File: config.mk
export PLATFORM = sky130hd
export DESIGN_NAME = pipe_hazard_ctrl
export DESIGN_NICKNAME = d
export VERILOG_FILES = /design/src/rtl/hazard_pkg.sv /design/src/rtl/fwd_select.sv /design/src/rtl/pipe_hazard_ctrl.sv
export SDC_FILE = /design/constraint.sdc
export NUM_CORES = 1
export LEC_CHECK = 0
export ABC_AREA = 0
export CORE_UTILIZATION = 30
export CTS_BUF_LIST = sky130_fd_sc_hd__clkbuf_4
export CTS_CLUSTER_SIZE = 28
export DETAILED_ROUTE_END_ITERATION = 7
export PLACE_DENSITY = 0.71
export SETUP_SLACK_MARGIN = 0.3
export SLEW_MARGIN = 20
export SYNTH_ARGS = -nofsm -noshare
export SYNTH_HDL_FRONTEND = slang
export SYNTH_SLANG_ARGS = --single-unit
File: constraint.sdc
create_clock -name clock -period 3 [get_ports clock]
set_clock_uncertainty 0.05 [all_clocks]
set_input_delay 0.75 -clock clock [delete_from_list [all_inputs] [get_ports clock]]
set_output_delay 0.75 -clock clock [all_outputs]
set_load 0.02 [all_outputs]
File: src/rtl/hazard_pkg.sv
// hazard_pkg: shared FSM state encoding and forwarding-select constants for pipe_hazard_ctrl
package hazard_pkg;
   typedef enum logic [1:0] {
      RUN      = 2'd0,
      LD_STALL = 2'd1,
      MEM_WAIT = 2'd2
   } state_e;
   localparam int FWD_W = 2;
   localparam logic [FWD_W-1:0] FWD_NONE = 2'd0;
endpackage

File: src/rtl/fwd_select.sv
// fwd_select: priority comparator choosing the nearest stage that writes src
//   dst_valid in  per-stage write enable, stage 0 = EX/MEM
//   dst_reg   in  packed per-stage destination, stage 0 in LSBs
//   src       in  operand register index read in EX
//   sel       out 0 = register file, k = stage k-1
module fwd_select
   import hazard_pkg::*;
#(
   parameter int REG_ADDR_W = 5,
   parameter int NUM_FWD    = 2
) (
   input  logic [NUM_FWD-1:0]            dst_valid,
   input  logic [NUM_FWD*REG_ADDR_W-1:0] dst_reg,
   input  logic [REG_ADDR_W-1:0]         src,
   output logic [FWD_W-1:0]              sel
);
   // Scan farthest to nearest so the nearest matching stage overwrites the result.
   always_comb begin
      sel = FWD_NONE;
      for (int k = NUM_FWD - 1; k >= 0; k--)
         if (dst_valid[k] && dst_reg[k*REG_ADDR_W +: REG_ADDR_W] != '0 &&
             dst_reg[k*REG_ADDR_W +: REG_ADDR_W] == src)
            sel = FWD_W'(k + 1);
   end
endmodule

File: src/rtl/pipe_hazard_ctrl.sv
// pipe_hazard_ctrl: hazard/forwarding controller (dmem wait, branch flush, load-use stall, forwarding)
//   clock, reset            rising-edge clock, asynchronous active-high reset
//   id_rs/id_rt/id_uses_rt  operands of the instruction in ID
//   ex_mem_read/ex_rs/ex_rt instruction in EX (ex_rt = load destination)
//   dst_valid/dst_reg       per-stage writeback info for forwarding, stage 0 = EX/MEM
//   br_taken                taken branch resolved in MEM
//   dmem_req/dmem_ack       data-memory handshake of the MEM stage
//   pc_write/ifid_write     PC and IF/ID load enables
//   idex_bubble/flush/freeze pipeline control
//   fwd_a/fwd_b             EX operand mux selects
//   mem_err                 sticky dmem timeout flag
//   stall_cnt/flush_cnt     saturating perf counters, present only with HAZARD_PERF_CNT_EN
module pipe_hazard_ctrl
   import hazard_pkg::*;
#(
   parameter int REG_ADDR_W = 5,
   parameter int NUM_FWD    = 2,
   parameter int LOAD_LAT   = 1,
   parameter int MEM_TMO    = 15,
   parameter int CNT_W      = 16
) (
   input  logic                          clock,
   input  logic                          reset,
   input  logic [REG_ADDR_W-1:0]         id_rs,
   input  logic [REG_ADDR_W-1:0]         id_rt,
   input  logic                          id_uses_rt,
   input  logic                          ex_mem_read,
   input  logic [REG_ADDR_W-1:0]         ex_rs,
   input  logic [REG_ADDR_W-1:0]         ex_rt,
   input  logic [NUM_FWD-1:0]            dst_valid,
   input  logic [NUM_FWD*REG_ADDR_W-1:0] dst_reg,
   input  logic                          br_taken,
   input  logic                          dmem_req,
   input  logic                          dmem_ack,
   output logic                          pc_write,
   output logic                          ifid_write,
   output logic                          idex_bubble,
   output logic                          flush,
   output logic                          freeze,
   output logic [1:0]                    fwd_a,
   output logic [1:0]                    fwd_b,
   output logic                          mem_err,
   output logic [CNT_W-1:0]              stall_cnt,
   output logic [CNT_W-1:0]              flush_cnt
);
   state_e      state_q, state_d;
   logic [2:0]  ld_cnt_q, ld_cnt_d;
   logic [7:0]  wait_cnt_q, wait_cnt_d;
   logic        mem_err_q, mem_err_d;
   logic        mem_stall, load_use;

   assign mem_stall = dmem_req && !dmem_ack;
   assign load_use  = ex_mem_read && ex_rt != '0 &&
                      (ex_rt == id_rs || (id_uses_rt && ex_rt == id_rt));

   // ld_cnt is kept at 0 whenever the FSM is in RUN so a later MEM_WAIT exit
   // never resumes a stale load stall.
   always_comb begin
      state_d     = state_q;
      ld_cnt_d    = ld_cnt_q;
      wait_cnt_d  = wait_cnt_q;
      mem_err_d   = mem_err_q;
      pc_write    = 1'b1;
      ifid_write  = 1'b1;
      idex_bubble = 1'b0;
      flush       = 1'b0;
      freeze      = 1'b0;
      case (state_q)
         RUN, LD_STALL: begin
            if (mem_stall) begin
               freeze     = 1'b1;
               pc_write   = 1'b0;
               ifid_write = 1'b0;
               state_d    = MEM_WAIT;
               wait_cnt_d = 8'd1;
            end else if (br_taken) begin
               flush    = 1'b1;
               state_d  = RUN;
               ld_cnt_d = '0;
            end else if (state_q == LD_STALL) begin
               pc_write    = 1'b0;
               ifid_write  = 1'b0;
               idex_bubble = 1'b1;
               ld_cnt_d    = ld_cnt_q - 3'd1;
               state_d     = ld_cnt_q == 3'd1 ? RUN : LD_STALL;
            end else if (load_use) begin
               pc_write    = 1'b0;
               ifid_write  = 1'b0;
               idex_bubble = 1'b1;
               if (LOAD_LAT > 1) begin
                  state_d  = LD_STALL;
                  ld_cnt_d = 3'(LOAD_LAT - 1);
               end
            end
         end
         MEM_WAIT: begin
            freeze     = 1'b1;
            pc_write   = 1'b0;
            ifid_write = 1'b0;
            if (dmem_ack) begin
               state_d = ld_cnt_q != '0 ? LD_STALL : RUN;
            end else if (wait_cnt_q == 8'(MEM_TMO)) begin
               mem_err_d = 1'b1;
               state_d   = RUN;
               ld_cnt_d  = '0;
            end else begin
               wait_cnt_d = wait_cnt_q + 8'd1;
            end
         end
         default: state_d = RUN;
      endcase
   end

   always_ff @(posedge clock or posedge reset)
      if (reset) begin
         state_q    <= RUN;
         ld_cnt_q   <= '0;
         wait_cnt_q <= '0;
         mem_err_q  <= 1'b0;
      end else begin
         state_q    <= state_d;
         ld_cnt_q   <= ld_cnt_d;
         wait_cnt_q <= wait_cnt_d;
         mem_err_q  <= mem_err_d;
      end

   assign mem_err = mem_err_q;

   fwd_select #(.REG_ADDR_W(REG_ADDR_W), .NUM_FWD(NUM_FWD)) u_fwd_a (
      .dst_valid(dst_valid), .dst_reg(dst_reg), .src(ex_rs), .sel(fwd_a)
   );
   fwd_select #(.REG_ADDR_W(REG_ADDR_W), .NUM_FWD(NUM_FWD)) u_fwd_b (
      .dst_valid(dst_valid), .dst_reg(dst_reg), .src(ex_rt), .sel(fwd_b)
   );

`ifdef HAZARD_PERF_CNT_EN
   logic [CNT_W-1:0] stall_cnt_q, stall_cnt_d, flush_cnt_q, flush_cnt_d;
   always_comb begin
      stall_cnt_d = (!pc_write && stall_cnt_q != '1) ? stall_cnt_q + 1'b1 : stall_cnt_q;
      flush_cnt_d = (flush && flush_cnt_q != '1) ? flush_cnt_q + 1'b1 : flush_cnt_q;
   end
   always_ff @(posedge clock or posedge reset)
      if (reset) begin
         stall_cnt_q <= '0;
         flush_cnt_q <= '0;
      end else begin
         stall_cnt_q <= stall_cnt_d;
         flush_cnt_q <= flush_cnt_d;
      end
   assign stall_cnt = stall_cnt_q;
   assign flush_cnt = flush_cnt_q;
`else
   assign stall_cnt = '0;
   assign flush_cnt = '0;
`endif
endmodule

==> flow_metrics.py <==
metrics = {
    "hold_path": {
        "min-delay-start": "mem_err$_DFFE_PP0P_",
        "worstHoldEndpoint": "mem_err$_DFFE_PP0P_",
        "holdCritPathClass": "flop to flop",
        "worst_hold_path.num_cells": 1,
    },
    "floorplan": {
        "fp.dieH_um": 73.2,
        "rows": 25,
        "floorplan.initialDensity_pct": 31.7,
        "design.die.area_sq_um": 5350,
        "ioPinCount": 81,
        "die_w_um": 73.2,
        "core_area_sq_um": 4790,
    },
    "timing": {
        "layout_min_cycle_time_ps": 2890,
        "rsz_0062_raised_after_global_routing": "true",
        "final_cycle_share_pct": 96.2,
        "slew_headroom_pct": 63.2,
        "timing.setup.tns_ps": 0,
        "hold_violations": 0,
        "final-max-slew-violation-count": 0,
        "final_setup_violation_count": 0,
        "worst-slew-pin-transition_ps": 552,
        "max_clock_freq_mhz": 347,
    },
    "clock_tree": {
        "clock_latency_ps": 280,
        "tritoncts": "yes",
        "number_of_clock_buffers_inserted_by_tritoncts": 3,
        "clock_tree.htree_level_count": 1,
        "clock_sink_count": 14,
        "buffer_levels_on_the_longest_clock_path": 2,
        "root_buffer": "clkbuf_4",
        "clkTransAtPathRegs_ps": 80,
    },
    "global_route": {
        "grt.overflow.total": 0,
        "grt_start_max_net_pins": 15,
        "grtUsageTotal_pct": 13.9,
        "grt_antenna_before_repair": 0,
        "number_of_global_route_vias_before_repair": 1354,
        "grt_first_pass_wirelength_mm": 5.82,
    },
    "cells_and_area": {
        "layout.area.seq_sq_um": 350,
        "synthToLayoutAreaGrowth_pct": 53.5,
        "final_nets": 303,
        "share_of_final_layout_standard_cells_stronger_than_drive_strength_1_pct": 34.0,
        "finalInstanceArea_sq_um": 2330,
        "filler_cell_count": 463,
        "multi_input_area_sq_um": 1160,
        "num_antenna_cells": 0,
    },
    "logic_synthesis": {
        "synth_area_leader_cell": "dfrtp_1",
        "yosysSeqAreaShare_pct": 23.1,
        "synthesis.instances": 184,
        "post_synth.cell_area_avg_sq_um": 8.26,
        "synth.ff_latch_count": 14,
        "synth_enable_flop_cells": 0,
        "netlist_top_cells_area": "dfrtp_1 23%, buf_4 16%, xnor2_1 11%, xor2_1 8.1%, or4_1 3.5%",
        "most_frequent_cell_after_synthesis": "buf_4",
        "synth_warnings": 0,
        "post_synth_instance_area_sq_um": 1520,
        "netlist.area_leader.share_pct": 23.1,
        "synthDistinctLibCells": 38,
        "synth.cells.most_frequent": "33 x buf_4, 19 x xnor2_1, 14 x dfrtp_1, 14 x xor2_1, 11 x nand2_1",
        "asyncSetResetFlopFracSynth_pct": 100,
        "synth_flop_cell": "dfrtp_1",
    },
    "power": {
        "vdd_drop_max_mv": 0.154,
        "power-per-cell-area_nw_per_um2": 325,
        "power.leakage_uw": 0.00110,
    },
    "critical_path": {
        "timing.critical_path.arrival_ps": 2090,
        "timing.critical_path.fanout_max": 2,
        "reg2reg_from": "state_q[1]$_DFFE_PP0P_",
        "r2r_cells": 4,
        "worst-endpoint-required_ps": 2200,
        "worst-r2r-setup-slack_ps": 970,
        "timing.critical_path.to_type": "primary output",
        "r2r-end": "ld_cnt_q[2]$_DFFE_PP0P_",
        "timing.critical_path.from_type": "primary input",
        "timing.setup.critical_path_class": "primary input to primary output",
    },
    "outcome": {
        "status": "finished clean",
    },
    "route": {
        "route.vias.total": 1424,
        "antenna_violating_nets_post_route": 0,
        "remaining_drc_errors": 0,
        "vias_per_cell": 4.37,
        "drt_iter0_markers": 48,
        "drt-total-wl_mm": 3.66,
        "drt_pre_antenna_iters": 4,
        "drt-wirelength-per-cell_um": 11.2,
    },
    "placement": {
        "dpl-instance-area_sq_um": 2170,
        "count_of_input_and_output_buffers": 48,
        "detailed_place_hpwl_mm": 3.00,
        "place.gp.congestion": 0.789,
    },
    "run": {
        "max-cap-violations": 0,
    },
}
cells by family after synthesis:
family / Yosys count / share of synthesized area [%]
xor+xnor: 33 / 19.0
compound gates: 23 / 11.1
other cells: 1 / 0.247
fa+ha+maj: 4 / 3.30
simple gates: 60 / 21.8
buf+inv: 48 / 20.7
mux: 1 / 0.741
flops: 14 / 23.1
cell usage in the layout (no fill, tap or decap), types with 2 or more instances in the layout:
cell / n
nor4_4: 4
xor2_1: 13
o21ai_0: 2
dfrtp_1: 14
conb_1: 32
xnor2_1: 18
dlygate4sd2_1: 14
or4_1: 2
buf_4: 32
nor2_2: 2
o211ai_1: 2
nand3_1: 10
buf_2: 5
or4_4: 5
o21ai_4: 3
buf_6: 13
ha_1: 4
or3b_1: 2
clkbuf_2: 6
dlymetal6s2s_1: 5
clkdlybuf4s50_1: 5
nand2_1: 11
a21oi_1: 4
inv_1: 7
nand2b_1: 3
clkbuf_4: 3
nor2b_4: 2
a211o_1: 2
nand4_1: 2
nor3_1: 3
nor2_1: 6
flip-flops by register name, indices dropped and copies added (netlist names):
signal      count
wait_cnt_q      8
mem_err         1
ld_cnt_q        3
state_q         2
how the worst max path moves through the flow:
stage	to	slack, ps	start
CTS	fwd_a[1]	-50	dst_reg[3]
finish	fwd_a[1]	110	dst_reg[2]
floorplan	pc_write	110	ex_rt[1]
detailed placement	fwd_a[1]	-800	dst_reg[9]
global placement	fwd_a[1]	-750	dst_reg[9]
global route	fwd_a[1]	100	dst_reg[2]
critical path: stages:
cell and delay, ps:
buf_6 90, or4_4 540, o21ai_4 180, nor4_4 70
buf_4 150, nor4_4 120, buf_4 180
metrics by stage:
step	hold slack, ps	worst slack (ps)	utilization [%]	std cells	power (uW)
2_1_floorplan	414	112	-	215	513
3_3_place_gp	400	-755	45.4	317	617
3_5_place_dp	411	-804	45.4	317	626
4_1_cts	430	-46.7	47.8	324	755
5_1_grt	457	97.9	48.7	326	814
6_report	428	114	48.7	326	757
layout make-up:
cell class | count | share of cell area, %
Clock inverter | 1 | 0.161
Timing Repair Buffer | 81 | 29.5
Inverter | 7 | 1.13
Sequential cell | 14 | 15.0
Clock buffer | 3 | 0.966
Multi-Input combinational cell | 153 | 49.6
Tap cell | 67 | 3.60
layer usage:
metal	vias to the layer above	track usage [%]	share of wire [%]
met3	0	4.97	8.8
met1	651	16.7	41
met5	-	0	0
met4	0	0.654	0
met2	59	24.6	50
li1	714	-	-
repair_timing:
| item | 4_1_cts | 5_1_grt |
|---|---|---|
| resized for setup | 127 | 29 |
| gates cloned | 0 | 0 |
| setup buffers | 3 | 2 |
| hold buffers | 0 | 0 |
| endpoints found under the setup margin | 9 | 7 |
| pin swaps | 26 | 15 |
report_power, final:
part           internal, uW  total [uW]  switching (uW)
combinational           183         398             215
sequential              219         248            28.7
clock                  48.3         110            61.9
Note: power is estimated with default switching activity, not from simulation.
==> RTL change 1: new RTL, same settings <==
Re-encode `state_e` (3 states) as one-hot, 3 bits wide.
--- a/src/rtl/hazard_pkg.sv
+++ b/src/rtl/hazard_pkg.sv
@@ -2,6 +2,6 @@
 package hazard_pkg;
-   typedef enum logic [1:0] {
-      RUN      = 2'd0,
-      LD_STALL = 2'd1,
-      MEM_WAIT = 2'd2
+   typedef enum logic [2:0] {
+      RUN      = 3'b001,
+      LD_STALL = 3'b010,
+      MEM_WAIT = 3'b100
    } state_e;
Check against the original RTL: no difference found for any inputs over 10 cycles, from zero or initial values and one cycle with reset high; not proved beyond that.
==> RTL change 1 against the original RTL <==
  * Clock power up 17%
  * Largest power group unchanged
  * Critical endpoint is now fwd_b[1]
  * Routed wire length up 18%
  * Worst setup slack worse by 25 ps
  * Die area up 10%
  * Synthesized area up 10%
  * First-iteration DRC count down 2.1%
  * Power up 56%
  * Sequential cell count up 1
  * Cell area up 9.1%
  * Count of clock-buffer cells in the layout up 1
  * Register-to-register slack worse by 180 ps
  * Sequential share of layout area down 0.22 points
==> RTL change 1: results (changes against the original RTL) <==
----------------------------------------------------
[Logic synthesis]
  Post-synthesis adder-cell area fraction ... 2.98% (-0.31 points)
  Synth warnings ... 0 (unchanged)
  Post-synthesis average cell area ... 8.74 um^2 (+5.9%)
  Complex-gate fraction of the synthesized area ... 14.3% (+3.2 points)
  Post-synthesis cell type count ... 50 (+32%)
  Ranking of synthesized cells by area ... dfrtp_1 (21%), buf_4 (15%), xnor2_1 (9.4%), xor2_1 (7.3%), ha_1 (3.0%)
  Most numerous cell types in the synthesized netlist ... buf_4 (33), xnor2_1 (18), dfrtp_1 (14), xor2_1 (14)
  Seq/Total Area, Yosys ... 22.4% (-0.62 points)
  Proportion of synthesized area in mux cells ... 3.06% (+2.3 points)
  Share of the synthesized netlist area taken by xor and xnor gates ... 16.7% (-2.3 points)
  Main combinational cell family by area after synthesis ... simple AND/OR/NAND/NOR gates

[Placement]
  Inst Count DP ... 333 (+5.0%)
  Dpl hpwl ... 3410 um (+14%)
  Placement Cell Area ... 2380 um^2 (+9.7%)
  Worst slack at placement ... -782 ps (+21.5 ps)
  Routability cong. ... 0.843 (+6.8%)

[Critical path]
  Launch instance of the worst register-to-register path ... wait_cnt_q[0]
  Origin of the worst setup path ... dst_reg[9]
  Largest fanout on the critical path ... 3 (+1)
  Worst reg-to-reg path cell count ... 5 (+1)
  CP peak stage delay ... 540 ps (about the same)
  Arrival time of the worst setup path ... 2110 ps (+20 ps)

[GRT]
  Wire length of the first global-routing pass ... 7300 um (+25%)
  Global routing usage summed across all routing layers ... 15.0% (+1.2 points)
  Pin count of the biggest net entering global routing ... 16 (+1)
  Via count of the first global-routing pass ... 1584 (+17%)

[Routing]
  First-iteration detailed-routing DRC count ... 47 (-2.1%)
  Average detailed-routed wire length per instance ... 12.7 um (+14%)
  Detailed-route via count ... 1542 (+8.3%)

[Cells and area]
  Final Non-Filler Cells ... 340 (+4.3%)
  Number of filler instances in the final layout ... 488 (+5.4%)
  Ratio of cells with drive above 1 in the final layout ... 38.9% (+4.9 points)
  Final Net Count ... 314 (+3.6%)
  Biggest registers after layout ... wait_cnt_q: 8 flops, ld_cnt_q: 3 flops, state_q: 3 flops

[Clocking]
  Worst-Skew Late Latency ... 280 ps (about the same)
  Total CTS buffers ... 3 (unchanged)

[Power]
  IR drop worst, VDD ... 0.420 mV (+170%)
  Leak Pwr ... 1.17 nW (+6.1%)
  Pwr Density ... 463 nW/um^2 (+43%)

[Timing]
  Worst slew margin relative to its limit ... 57.8% (-5.4 points)

[Run status]
  Outcome ... finished clean

----------------------------------------------------
[RTL change 1: logic make-up (layout without fill, tap and decap cells)]
family / after synthesis / in the layout
flip-flops: 15 / 15
buffers and inverters: 47 / 94
XOR/XNOR: 32 / 32
AO/OA/AOI/OAI: 28 / 28
AND/OR/NAND/NOR: 60 / 60
other: 1 / 32
multiplexers: 5 / 5
adder cells (fa/ha/maj): 4 / 4
[RTL change 1: repair_timing]
item                       in CTS  in global routing
pin swaps                      17                 15
setup endpoints to repair       9                  9
buffers inserted                2                  1
gates resized for setup       112                 47
[RTL change 1: final timing paths]
kind / slack, ps / end
min in group asynchronous: 770 / wait_cnt_q[4]
worst max register to register: 790 / ld_cnt_q[1]
worst max-delay path: 90 / fwd_b[1]
max in group asynchronous: 1760 / wait_cnt_q[6]
worst min register to register: 440 / mem_err
worst min-delay path: 440 / mem_err
[RTL change 1: metal layers]
layer  global-route usage, %  wire length (um)  part of all wire [%]
met1                    19.2              1940                    45
met2                    27.3              2210                    51
met3                    1.90               141                   3.3
met4                    1.73                34                  0.78
met5                       0                 0                     0
[RTL change 1: layout make-up]
| class | count | share of cell area [%] |
|---|---|---|
| Inverter | 8 | 1.18 |
| Multi-Input combinational cell | 161 | 52.0 |
| Tap cell | 70 | 3.44 |
| Sequential cell | 15 | 14.8 |
| Timing Repair Buffer | 82 | 27.4 |
| Clock buffer | 4 | 1.18 |
[RTL change 1: metrics by stage]
step	total power, mW	TNS (ps)
after floorplan	0.793	0
after global placement	0.980	-4960
after detailed placement	0.992	-5070
after CTS	1.17	0
after global routing	1.28	0
final	1.18	0
[RTL change 1: where the power goes]
group / switching, mW / internal, mW
Clock: 0.0678 / 0.0607
Combinational: 0.370 / 0.363
Sequential: 0.0650 / 0.252
==> RTL change 2: new RTL, same settings <==
Made on the original files. `CNT_W`: 16 -> 14.
--- a/src/rtl/pipe_hazard_ctrl.sv
+++ b/src/rtl/pipe_hazard_ctrl.sv
@@ -19,3 +19,3 @@
    parameter int MEM_TMO    = 15,
-   parameter int CNT_W      = 16
+   parameter int CNT_W      = 14
 ) (
Interface: changed (resized flush_cnt and stall_cnt); port bits go from 81 to 77. The function was not compared with the original's and may differ.
==> RTL change 2 against the original RTL <==
  * Cell count shrank 2.8%
  * Worst setup slack lost 3.0 ps
  * Power shrank 2.9%
  * Synthesized area shrank 2.0%
  * Routed wire length shrank 1.4%
  * Sequential cell count is the same
  * Cell area shrank 3.9%
==> RTL change 2: results (changes against the original RTL) <==
----------------------------------------------------
[Run status]
  Outcome ... finished clean

[Cells and area]
  Number of filler instances in the final layout ... 486 (+5.0%)
  Biggest registers after layout ... wait_cnt_q: 8 flops, ld_cnt_q: 3 flops, state_q: 2 flops
  Ratio of cells with drive above 1 in the final layout ... 32.0% (-2.0 points)
  Final Net Count ... 294 (-3.0%)

[Routing]
  Detailed route wirelength on metal2 ... 1820 um (-0.11%)
  Routed met3 length ... 337 um (+4.7%)
  Met1 Wirelength ... 1440 um (-4.8%)
  Average detailed-routed wire length per instance ... 11.4 um (+1.4%)
  Detailed-route via count ... 1395 (-2.0%)
  Top layer reached by signal wires ... met4
  First-iteration detailed-routing DRC count ... 27 (-44%)

[Power]
  Sequential power share ... 34.5% (+1.7 points)
  Net switching share of the total power ... 39.9% (-0.46 points)
  Leak Pwr ... 1.03 nW (-6.4%)
  IR drop worst, VDD ... 0.143 mV (-7.6%)

[Logic synthesis]
  Proportion of synthesized area in mux cells ... 0.756% (+0.015 points)
  Post-synthesis adder-cell area fraction ... 3.36% (+0.066 points)
  Seq/Total Area, Yosys ... 23.5% (+0.47 points)
  Complex-gate fraction of the synthesized area ... 11.3% (+0.22 points)
  Ranking of synthesized cells by area ... dfrtp_1 (24%), buf_4 (15%), xnor2_1 (11%), xor2_1 (8.2%), or4_1 (3.5%)
  Most numerous cell types in the synthesized netlist ... buf_4 (29), xnor2_1 (19), dfrtp_1 (14), xor2_1 (14), nand2_1 (11)

[Placement]
  Routability cong. ... 0.757 (-4.0%)
  Placement Cell Area ... 2130 um^2 (-1.7%)
  Dpl hpwl ... 2920 um (-2.9%)

[Critical path]
  Worst reg-to-reg path cell count ... 4 (unchanged)
  Origin of the worst setup path ... dst_reg[8]
  Cell with the biggest individual delay on the critical path ... or4_4
  Capturing instance or port of the critical path ... fwd_b[1]

[GRT]
  Met2 Usage GRT ... 27.3% (+2.7 points)
  Met1 Usage GRT ... 16.7% (-0.028 points)
  Global routing usage summed across all routing layers ... 14.6% (+0.80 points)

[Min path]
  Worst hold-check path type ... register to register

[Timing]
  Slew at the pin with the worst max-slew slack ... 544 ps (-7.50 ps)

----------------------------------------------------
==> RTL change 2: what timing repair did <==
| item | 4_1_cts | 5_1_grt |
|---|---|---|
| endpoints found under the setup margin | 9 | 7 |
| hold endpoints to repair | 0 | 0 |
| pin swaps | 27 | 14 |
| resized for setup | 129 | 30 |
| setup buffers | 3 | 0 |
==> RTL change 2: worst max-delay path, delay by kind of cell <==
family	cells	cell delay (ps)
buf+inv	3	380
xor+xnor	1	140
simple gates	2	820
==> RTL change 2: final cells by class <==
| type | count | area (um^2) | area share, % |
|---|---|---|---|
| clock inverters | 1 | 3.75 | 0.168 |
| multi-input cells | 149 | 1110 | 49.4 |
| well taps | 67 | 83.8 | 3.74 |
| clock buffers | 3 | 22.5 | 1.01 |
| inverters | 7 | 26.3 | 1.17 |
| repair buffers | 76 | 647 | 28.9 |
| flip-flops and latches | 14 | 350 | 15.6 |
==> RTL change 2: worst min-delay path by stage <==
stage | startpoint | endpoint | slack (ps)
floorplan | ld_cnt_q[1] | ld_cnt_q[1] | 410
global placement | mem_err | mem_err | 400
detailed placement | mem_err | mem_err | 420
CTS | mem_err | mem_err | 440
global route | mem_err | mem_err | 460
finish | mem_err | mem_err | 420
==> RTL change 2: cell families (layout without fill, tap and decap cells) <==
family / count (synthesis) / count (layout)
AND/OR/NAND/NOR: 60 / 60
buffers and inverters: 44 / 87
XOR/XNOR: 33 / 33
AO/OA/AOI/OAI: 23 / 23
flip-flops: 14 / 14
adder cells (fa/ha/maj): 4 / 4
other: 1 / 28
multiplexers: 1 / 1
==> RTL change 2: stage by stage <==
stage	hold WS [ps]	power [mW]	std cells	setup slack, ps
final	425	0.734	317	111
after detailed placement	416	0.613	310	-763
after global placement	404	0.604	310	-761
after floorplan	414	0.504	207	112
after CTS	438	0.739	317	-9.35
after global routing	464	0.793	317	53.6
